**src/rtl/maquina_de_vendas_multi.sv**
```systemverilog
// Multi-product vending FSM: coin credit, purchase, change and coin-return handling.
// Optional inactivity refund is enabled by defining MAQUINA_DE_VENDAS_TIMEOUT_EN.
module maquina_de_vendas_multi #(
    parameter int unsigned                 N_PROD      = 4,
    parameter int unsigned                 SALDO_W     = 5,
    parameter logic [N_PROD*SALDO_W-1:0]   PRECOS      = {4{5'd6}},
    parameter int unsigned                 ESTOQUE_INI = 3,
    parameter int unsigned                 TIMEOUT_CYC = 1000
) (
    input  logic                        clk,
    input  logic                        reset,
    input  logic [1:0]                  moeda_in,
    input  logic                        sensor_moedas,
    input  logic [$clog2(N_PROD)-1:0]   sel,
    input  logic                        comprar,
    input  logic                        cancelar,
    output logic [SALDO_W-1:0]          saldo,
    output logic                        bitP,
    output logic                        esgotado,
    output logic                        libera,
    output logic [$clog2(N_PROD)-1:0]   produto,
    output logic [SALDO_W-1:0]          troco,
    output logic                        troco_valid,
    output logic                        moeda_rejeitada,
    output logic [2:0]                  estado
);

    localparam int unsigned EST_W = (ESTOQUE_INI > 0) ? $clog2(ESTOQUE_INI + 1) : 1;

    typedef enum logic [2:0] {
        StIdle    = 3'd0,
        StAcumula = 3'd1,
        StVende   = 3'd2,
        StTroco   = 3'd3
    } estado_t;

    estado_t                     state_q;
    logic [SALDO_W-1:0]          saldo_q;
    logic [SALDO_W-1:0]          troco_q;
    logic [$clog2(N_PROD)-1:0]   produto_q;
    logic                        libera_q;
    logic                        troco_valid_q;
    logic                        rej_q;
    logic [EST_W-1:0]            estoque_q [N_PROD];

    logic [SALDO_W-1:0]          preco [N_PROD];
    logic [SALDO_W-1:0]          preco_sel;
    logic [2:0]                  valor_moeda;
    logic [SALDO_W:0]            soma;
    logic                        coin_ev;
    logic                        cabe;
    logic                        timeout_hit;

    for (genvar i = 0; i < N_PROD; i++) begin : g_preco
        assign preco[i] = PRECOS[i*SALDO_W +: SALDO_W];
    end

    always_comb begin
        valor_moeda = 3'd0;
        unique case (moeda_in)
            2'b01:   valor_moeda = 3'd1;
            2'b10:   valor_moeda = 3'd2;
            2'b11:   valor_moeda = 3'd4;
            default: valor_moeda = 3'd0;
        endcase
    end

    assign preco_sel = preco[sel];
    assign coin_ev   = sensor_moedas && (moeda_in != 2'b00);
    // One extra bit catches overflow past the largest representable credit.
    assign soma      = {1'b0, saldo_q} + (SALDO_W+1)'(valor_moeda);
    assign cabe      = ~soma[SALDO_W];
    assign bitP      = (saldo_q >= preco_sel);
    assign esgotado  = (estoque_q[sel] == '0);

`ifdef MAQUINA_DE_VENDAS_TIMEOUT_EN
    localparam int unsigned CNT_W = ($clog2(TIMEOUT_CYC) > 0) ? $clog2(TIMEOUT_CYC) : 1;

    logic [CNT_W-1:0] ocioso_q;

    always_ff @(posedge clk or negedge reset) begin
        if (!reset) begin
            ocioso_q <= '0;
        end else if (state_q != StAcumula || comprar || cancelar || (coin_ev && cabe)) begin
            ocioso_q <= '0;
        end else begin
            ocioso_q <= ocioso_q + CNT_W'(1);
        end
    end

    assign timeout_hit = (state_q == StAcumula) && (ocioso_q == CNT_W'(TIMEOUT_CYC - 1));
`else
    assign timeout_hit = 1'b0;
`endif

    always_ff @(posedge clk or negedge reset) begin
        if (!reset) begin
            state_q       <= StIdle;
            saldo_q       <= '0;
            troco_q       <= '0;
            produto_q     <= '0;
            libera_q      <= 1'b0;
            troco_valid_q <= 1'b0;
            rej_q         <= 1'b0;
            for (int i = 0; i < N_PROD; i++) begin
                estoque_q[i] <= EST_W'(ESTOQUE_INI);
            end
        end else begin
            libera_q      <= 1'b0;
            troco_valid_q <= 1'b0;
            troco_q       <= '0;
            rej_q         <= 1'b0;
            unique case (state_q)
                StIdle: begin
                    if (coin_ev) begin
                        if (cabe) begin
                            saldo_q <= soma[SALDO_W-1:0];
                            state_q <= StAcumula;
                        end else begin
                            rej_q <= 1'b1;
                        end
                    end
                end
                StAcumula: begin
                    if (cancelar) begin
                        rej_q         <= coin_ev;
                        troco_q       <= saldo_q;
                        troco_valid_q <= 1'b1;
                        state_q       <= StTroco;
                    end else if (comprar) begin
                        rej_q <= coin_ev;
                        if (bitP && !esgotado) begin
                            saldo_q        <= saldo_q - preco_sel;
                            estoque_q[sel] <= estoque_q[sel] - EST_W'(1);
                            produto_q      <= sel;
                            libera_q       <= 1'b1;
                            state_q        <= StVende;
                        end
                    end else if (coin_ev && cabe) begin
                        saldo_q <= soma[SALDO_W-1:0];
                    end else if (timeout_hit) begin
                        rej_q         <= coin_ev;
                        troco_q       <= saldo_q;
                        troco_valid_q <= 1'b1;
                        state_q       <= StTroco;
                    end else begin
                        rej_q <= coin_ev;
                    end
                end
                StVende: begin
                    rej_q <= coin_ev;
                    if (saldo_q != '0) begin
                        troco_q       <= saldo_q;
                        troco_valid_q <= 1'b1;
                        state_q       <= StTroco;
                    end else begin
                        state_q <= StIdle;
                    end
                end
                StTroco: begin
                    rej_q   <= coin_ev;
                    saldo_q <= '0;
                    state_q <= StIdle;
                end
                default: state_q <= StIdle;
            endcase
        end
    end

    assign saldo           = saldo_q;
    assign libera          = libera_q;
    assign produto         = produto_q;
    assign troco           = troco_q;
    assign troco_valid     = troco_valid_q;
    assign moeda_rejeitada = rej_q;
    assign estado          = state_q;

endmodule
```
**config.mk**
```make
export PLATFORM = sky130hd
export DESIGN_NAME = maquina_de_vendas_multi
export DESIGN_NICKNAME = d
export VERILOG_FILES = /design/src/rtl/maquina_de_vendas_multi.sv
export SDC_FILE = /design/constraint.sdc
export NUM_CORES = 1
export LEC_CHECK = 0
export CAP_MARGIN = 30
export CELL_PAD_IN_SITES_DETAIL_PLACEMENT = 1
export CELL_PAD_IN_SITES_GLOBAL_PLACEMENT = 1
export CORE_MARGIN = 1.5
export CORE_UTILIZATION = 40
export DETAILED_ROUTE_END_ITERATION = 8
export GPL_TIMING_DRIVEN = 0
export PLACE_DENSITY_LB_ADDON = 0.3
export SYNTH_ARGS = -nofsm -noshare
export SYNTH_HDL_FRONTEND = slang
export SYNTH_SLANG_ARGS = --single-unit
```
**constraint.sdc**
```tcl
create_clock -name clk -period 2.4 [get_ports clk]
set_input_delay 0.6 -clock clk [delete_from_list [all_inputs] [get_ports clk]]
set_output_delay 0.6 -clock clk [all_outputs]
set_load 0.02 [all_outputs]
```
==> results of run 1 <==
metal layers:
metal  up-vias  global-route usage  wire length (um)
li1        573                   -                 -
met1       606              0.2492              1715
met2        20              0.3312              1902
met3         3             0.03767               121
met4         0             0.02344                16
met5         -                   0                 0
cells in the final DEF, fill, tap and decap left out, drive strengths merged, types with 2 or more instances in the layout:
cell           count
o21ai             11
buf               13
o31ai              3
and2               8
xnor2              4
nand3b             2
mux4               2
nand2             11
dfstp              8
a32o               2
nor2               7
a21oi              6
ha                11
o211ai             2
nor3               2
dfrtp             17
xor2               3
nand3              2
nor2b              3
clkdlybuf4s50     21
a21o               3
inv                5
or3b               2
clkbuf             5
nand2b             2
mux2               5
what timing repair did:
action	CTS	global route
gates resized for setup	22	5
buffers inserted	2	3
setup endpoints to repair	19	8
pin swaps	3	3
final timing paths:
kind / from / endpoint / cells after the start
setup reg to reg: saldo[1] / saldo[4] / 6
hold / removal: estoque_q[7] / estoque_q[7] / 2
setup / recovery: moeda_in[1] / saldo[4] / 8
hold reg to reg: estoque_q[7] / estoque_q[7] / 2
max in group asynchronous: reset / estoque_q[3] / 2
min in group asynchronous: reset / troco[2] / 1
stage by stage:
| step | setup slack, ns | instance area (um2) | util | hold WS [ns] |
|---|---|---|---|---|
| final | 0.1065 | 2002 | 0.5427 | 0.4922 |
| after global routing | 0.05886 | 2002 | 0.5427 | 0.5004 |
| after CTS | 0.0002578 | 1988 | 0.5390 | 0.4911 |
| after detailed placement | -0.9136 | 1892 | 0.5129 | 0.4752 |
| after global placement | -0.8807 | 1877 | 0.5088 | 0.4645 |
| after floorplan | 0.03267 | 1556 | - | 0.3044 |
worst max-delay path: stages:
cell	delay, ns
clkdlybuf4s15_2	0.21
nor2b_4	0.14
ha_1	0.27
a21o_1	0.18
a32o_2	0.27
o31ai_4	0.21
o211a_4	0.23
mux2_2	0.34
cell families after synthesis:
family          after synthesis
compound gates               35
simple gates                 43
xor+xnor                      7
fa+ha+maj                    12
buf+inv                      10
other cells                   1
flops                        25
mux                           8
registers in the layout, summed over array words and instances, names as in the netlist:
name and cells:
troco_valid 1, estado 2, saldo 5, troco 5, produto 2, estoque_q 8, moeda_rejeitada 1, libera 1
area by class of cell:
type,count,area (um2),share of cell area
Multi-Input combinational cell,106,904.6,0.4519
Sequential cell,25,636.9,0.3181
Timing Repair Buffer,32,300.3,0.1500
Tap cell,48,60.06,0.03000
Clock buffer,4,45.04,0.02250
Buffer,5,36.28,0.01813
Inverter,5,18.77,0.009375
power groups by stage:
stage	Sequential, mW	Combinational (mW)	Clock, mW
finish	0.636	1.22	0.243
global placement	0.632	1.12	0
detailed placement	0.638	1.18	0
CTS	0.634	1.22	0.256
floorplan	0.711	0.682	0
global route	0.652	1.33	0.270
==> out/results.ini, run 1 <==
[synthesis]
synthMuxAreaShare=0.07218
synthArstFlopShare=1.000
synth_common_cells=17 x dfrtp_1, 11 x ha_1, 10 x nand2_1, 9 x o21ai_0, 8 x dfstp_2
synth-adder-area-share=0.1022
yosys_register_bits=25
yosysSeqAreaShare=0.4120
synth_top_area_share=0.2758
synth_area_per_cell_um2=10.94
synth_edf_count=0
yosysWarnings=0
yosysTopAreaCell=dfrtp_1
synthXorXnorAreaFrac=0.04461
synth_compound_area_frac=0.1744
netlist-cell-type-count=49
ys_top_cells_by_area=dfrtp_1 28%, dfstp_2 14%, ha_1 8.9%
synth_cells=141
synthSimpleGateAreaFrac=0.1565
synth-main-ff-cell=dfrtp_1
syn_area_um2=1543
syn-num-nets=162
yosysMostFrequentCell=dfrtp_1
synth_top_family_by_area=compound AO/OA/AOI/OAI gates

[timing]
finalHoldViolCount=0
period_needed_ns=2.293
tightest_slew_ns=0.5487
setup_viol=0
final_max_slew_viol_count=0
fin_crit_sh=0.9556
fin_skew_ns=0.003204
rsz0062_at_grt=false
setup_tns_ns=0
max_slew_margin=0.6303
fmax_mhz=436.0

[setup_path]
worst-endpoint-arrival_ns=2.45
crit_fanout=4
critPathRequiredTime_ns=2.56
crit_type=primary input to flip-flop
critPathCaptureType=flip-flop
critPathLaunchType=primary input
r2r_slack_ns=0.24

[pwr]
p_per_area_nw_per_um2=1049
switching_share=0.4224
p_clk_frac=0.116
combPwrFrac=0.582
power.share.sequential=0.303
ir_drop_mv=0.6174
p_leak_nw=0.8787
netSwitchingPower_mw=0.8875
p_int_mw=1.214
total_power_mw=2.101

[drt]
drt_iter0_drc=24
avgViaCountPerCell=5.342
first_pass_iters=4
wl_per_cell_um=16.69
postRouteWirelength_um=3756
route.detailed.drc=0
vias=1202
ant_nets=0

[clock_network]
clkSlewWorstSetupHoldPaths_ns=0.08
clk_latency_ns=0.26
htree_levels=1
cts_sinks=25
cts_root_buf=clkbuf_8
ctsHoldBuffers=0
cts_tree=done
cts_buffer_depth=2
cts_made_buffers=3

[die]
fp.dieH_um=65.11
die_w_um=65.11
rows=22
die_area_um2=4239
core_area_um2=3689
io_pins=29
start_util=0.4182

[finish]
antenna_cells=0
synthToLayoutAreaGrowth_pct=29.76
layout-drive-gt1-share=0.2825
fillCellCount=423
stdcell_count=225
nets=199

[job]
drv_cap=0

[hold_path]
min_path_type=flip-flop to flip-flop

[grt]
grt_pass1_wl_um=6203
antenna_found_initial=0
grt_usage=0.1887
gr-total-overflow=0
grt_pass1_vias=1240
grt_max_degree=16

[status]
status=complete, no violations

[placement]
dp_cells=216
io_buffers=26
dp_hpwl_um=2852
gp_congestion=0.7650

(Power assumes the default switching activity.)
==> run 2, diff against run 1 <==
--- a/config.mk
+++ b/config.mk
@@ -13,6 +13,8 @@
 export DETAILED_ROUTE_END_ITERATION = 8
 export GPL_TIMING_DRIVEN = 0
 export PLACE_DENSITY_LB_ADDON = 0.3
+export SLEW_MARGIN = 20
 export SYNTH_ARGS = -nofsm -noshare
 export SYNTH_HDL_FRONTEND = slang
 export SYNTH_SLANG_ARGS = --single-unit
+export TNS_END_PERCENT = 10
==> run 2 against run 1 <==
First-iteration DRC count fell by 25%. Routed wire length rose by 0.40%. Fmax fell by 3.5%. Final area rose by 0.25%. Register-to-register slack got worse by 0.02 ns. Hold slack got worse by 0.0033 ns. Count of clock-buffer cells in the layout did not move. Clock power barely moved. Non-clock buffer count fell by 1. Sequential cell count did not move. Via count fell by 0.17%. Setup slack got worse by 0.084 ns. Critical path type is now primary input to output pin.
==> out/results.ini, run 2 (synthesized netlist as in run 1, its figures left out) <==
[status]
status=complete, no violations

[timing]
final_max_slew_viol_count=0  ; unchanged
fmax_mhz=420.7  ; -3.5%
finalHoldViolCount=0  ; unchanged
setup_ws_ns=0.02298  ; -0.08352 ns
period_needed_ns=2.377  ; +0.08352 ns
tightest_slew_ns=0.5488  ; +0.00009900 ns
holdWs_ns=0.4889  ; -0.003343 ns
setup_tns_ns=0  ; unchanged
fin_skew_ns=0.002607  ; -0.0005967 ns
setup_viol=0  ; unchanged
fin_crit_sh=0.9904  ; +0.03480
max_slew_margin=0.6303  ; about the same
rsz0062_at_grt=true

[hold_path]
min_path_type=flip-flop to flip-flop
min_from=estoque_q[0]

[finish]
regMostFlops=estoque_q
layout_commonest_cell=clkdlybuf4s50_1
synthToLayoutAreaGrowth_pct=30.09
largest_register_ffs=8  ; unchanged
fin_area_um2=2007  ; +0.25%
nets=198  ; -0.50%
final_cell_mix=21 x clkdlybuf4s50_1, 16 x dfrtp_1, 10 x nand2_1, 9 x ha_1
layout-drive-gt1-share=0.2784  ; -0.004077
antenna_cells=0  ; unchanged

[die]
die_w_um=65.11  ; unchanged
core_area_um2=3689  ; unchanged
rows=22  ; unchanged
die_area_um2=4239  ; unchanged
fp.dieH_um=65.11  ; unchanged
start_util=0.4182  ; unchanged
io_pins=29  ; unchanged

[placement]
gp_congestion=0.7650  ; unchanged
dp_hpwl_um=2852  ; unchanged
dpl_worst_slack_ns=-0.9136  ; unchanged
dpl_cell_area_um2=1892  ; unchanged
io_buffers=26  ; unchanged

[pwr]
ir_drop_mv=0.5711  ; -7.5%
p_leak_nw=0.8747  ; -0.45%
p_per_area_nw_per_um2=1048  ; -0.11%
total_power_mw=2.104  ; +0.14%

[drt]
route.detailed.drc=0  ; unchanged
postRouteWirelength_um=3771  ; +0.40%
avgViaCountPerCell=5.357  ; +0.28%
drt_iter0_drc=18  ; -25%
ant_nets=0  ; unchanged
wl_per_cell_um=16.83  ; +0.85%
first_pass_iters=4  ; unchanged
vias=1200  ; -0.17%

[grt]
grt_pass1_vias=1231  ; -0.73%
grt_max_degree=16  ; unchanged
grt_pass1_wl_um=6154  ; -0.79%
antenna_found_initial=0  ; unchanged
grt_usage=0.1872  ; -0.001471
gr-total-overflow=0  ; unchanged

[clock_network]
cts_root_buf=clkbuf_8
cts_buffer_depth=2  ; unchanged
cts_sinks=25  ; unchanged
clkSlewWorstSetupHoldPaths_ns=0.08  ; about the same
htree_levels=1  ; unchanged
clk_latency_ns=0.26  ; about the same
ctsHoldBuffers=0  ; unchanged
cts_tree=done
cts_made_buffers=3  ; unchanged

[setup_path]
crit_fanout=6  ; +2
startpoint=sel[0]
r2r_slack_ns=0.22  ; -0.02 ns
critPathCaptureType=output pin
worst-endpoint-arrival_ns=1.78  ; -0.67 ns
critPathLaunchType=primary input
reg2reg_from=saldo[1]
crit_type=primary input to output pin
critPathRequiredTime_ns=1.80  ; -0.76 ns

[job]
drv_cap=0  ; unchanged

run 2: stage by stage:
step,std cells,utilization
floorplan,141,-
global placement,215,0.5088
detailed placement,216,0.5129
CTS,221,0.5373
global route,224,0.5441
finish,224,0.5441
run 2: cell type report:
| cell class | count | area, um2 |
|---|---|---|
| timing repair buffer | 31 | 305.3 |
| sequential | 25 | 636.9 |
| buffer | 5 | 36.28 |
| inverter | 5 | 18.77 |
| multi-input combinational | 106 | 904.6 |
| clock buffer | 4 | 45.04 |
| fill | 415 | 1682 |
| tap | 48 | 60.06 |
run 2: worst max-delay path, stage by stage:
cell and delay (ns):
clkdlybuf4s15_2 0.26, mux4_2 0.51, inv_1 0.10, ha_4 0.17
buf_4 0.14
run 2: path summary, 6_finish.rpt:
check,to,cells after the start
worst max-delay path,esgotado,5
worst min-delay path,estoque_q[0],1
worst max register to register,saldo[4],6
worst min register to register,estoque_q[0],1
max in group asynchronous,estoque_q[2],2
min in group asynchronous,troco[2],1
run 2: layer usage:
metal | global-route usage | share of wire
met1 | 0.2458 | 0.45
met2 | 0.3299 | 0.51
met3 | 0.03767 | 0.032
met4 | 0.02344 | 0.0042
met5 | 0 | 0
run 2: power breakdown:
part | switching, mW | total [mW] | internal [mW]
clock network | 0.124 | 0.243 | 0.119
registers | 0.125 | 0.637 | 0.512
logic | 0.641 | 1.22 | 0.583
run 2: repair_timing:
action | in CTS | in global routing
endpoints found under the setup margin | 19 | 8
setup buffers | 1 | 3
gates resized for setup | 23 | 2
pin swaps | 3 | 3
gates cloned | 0 | 0
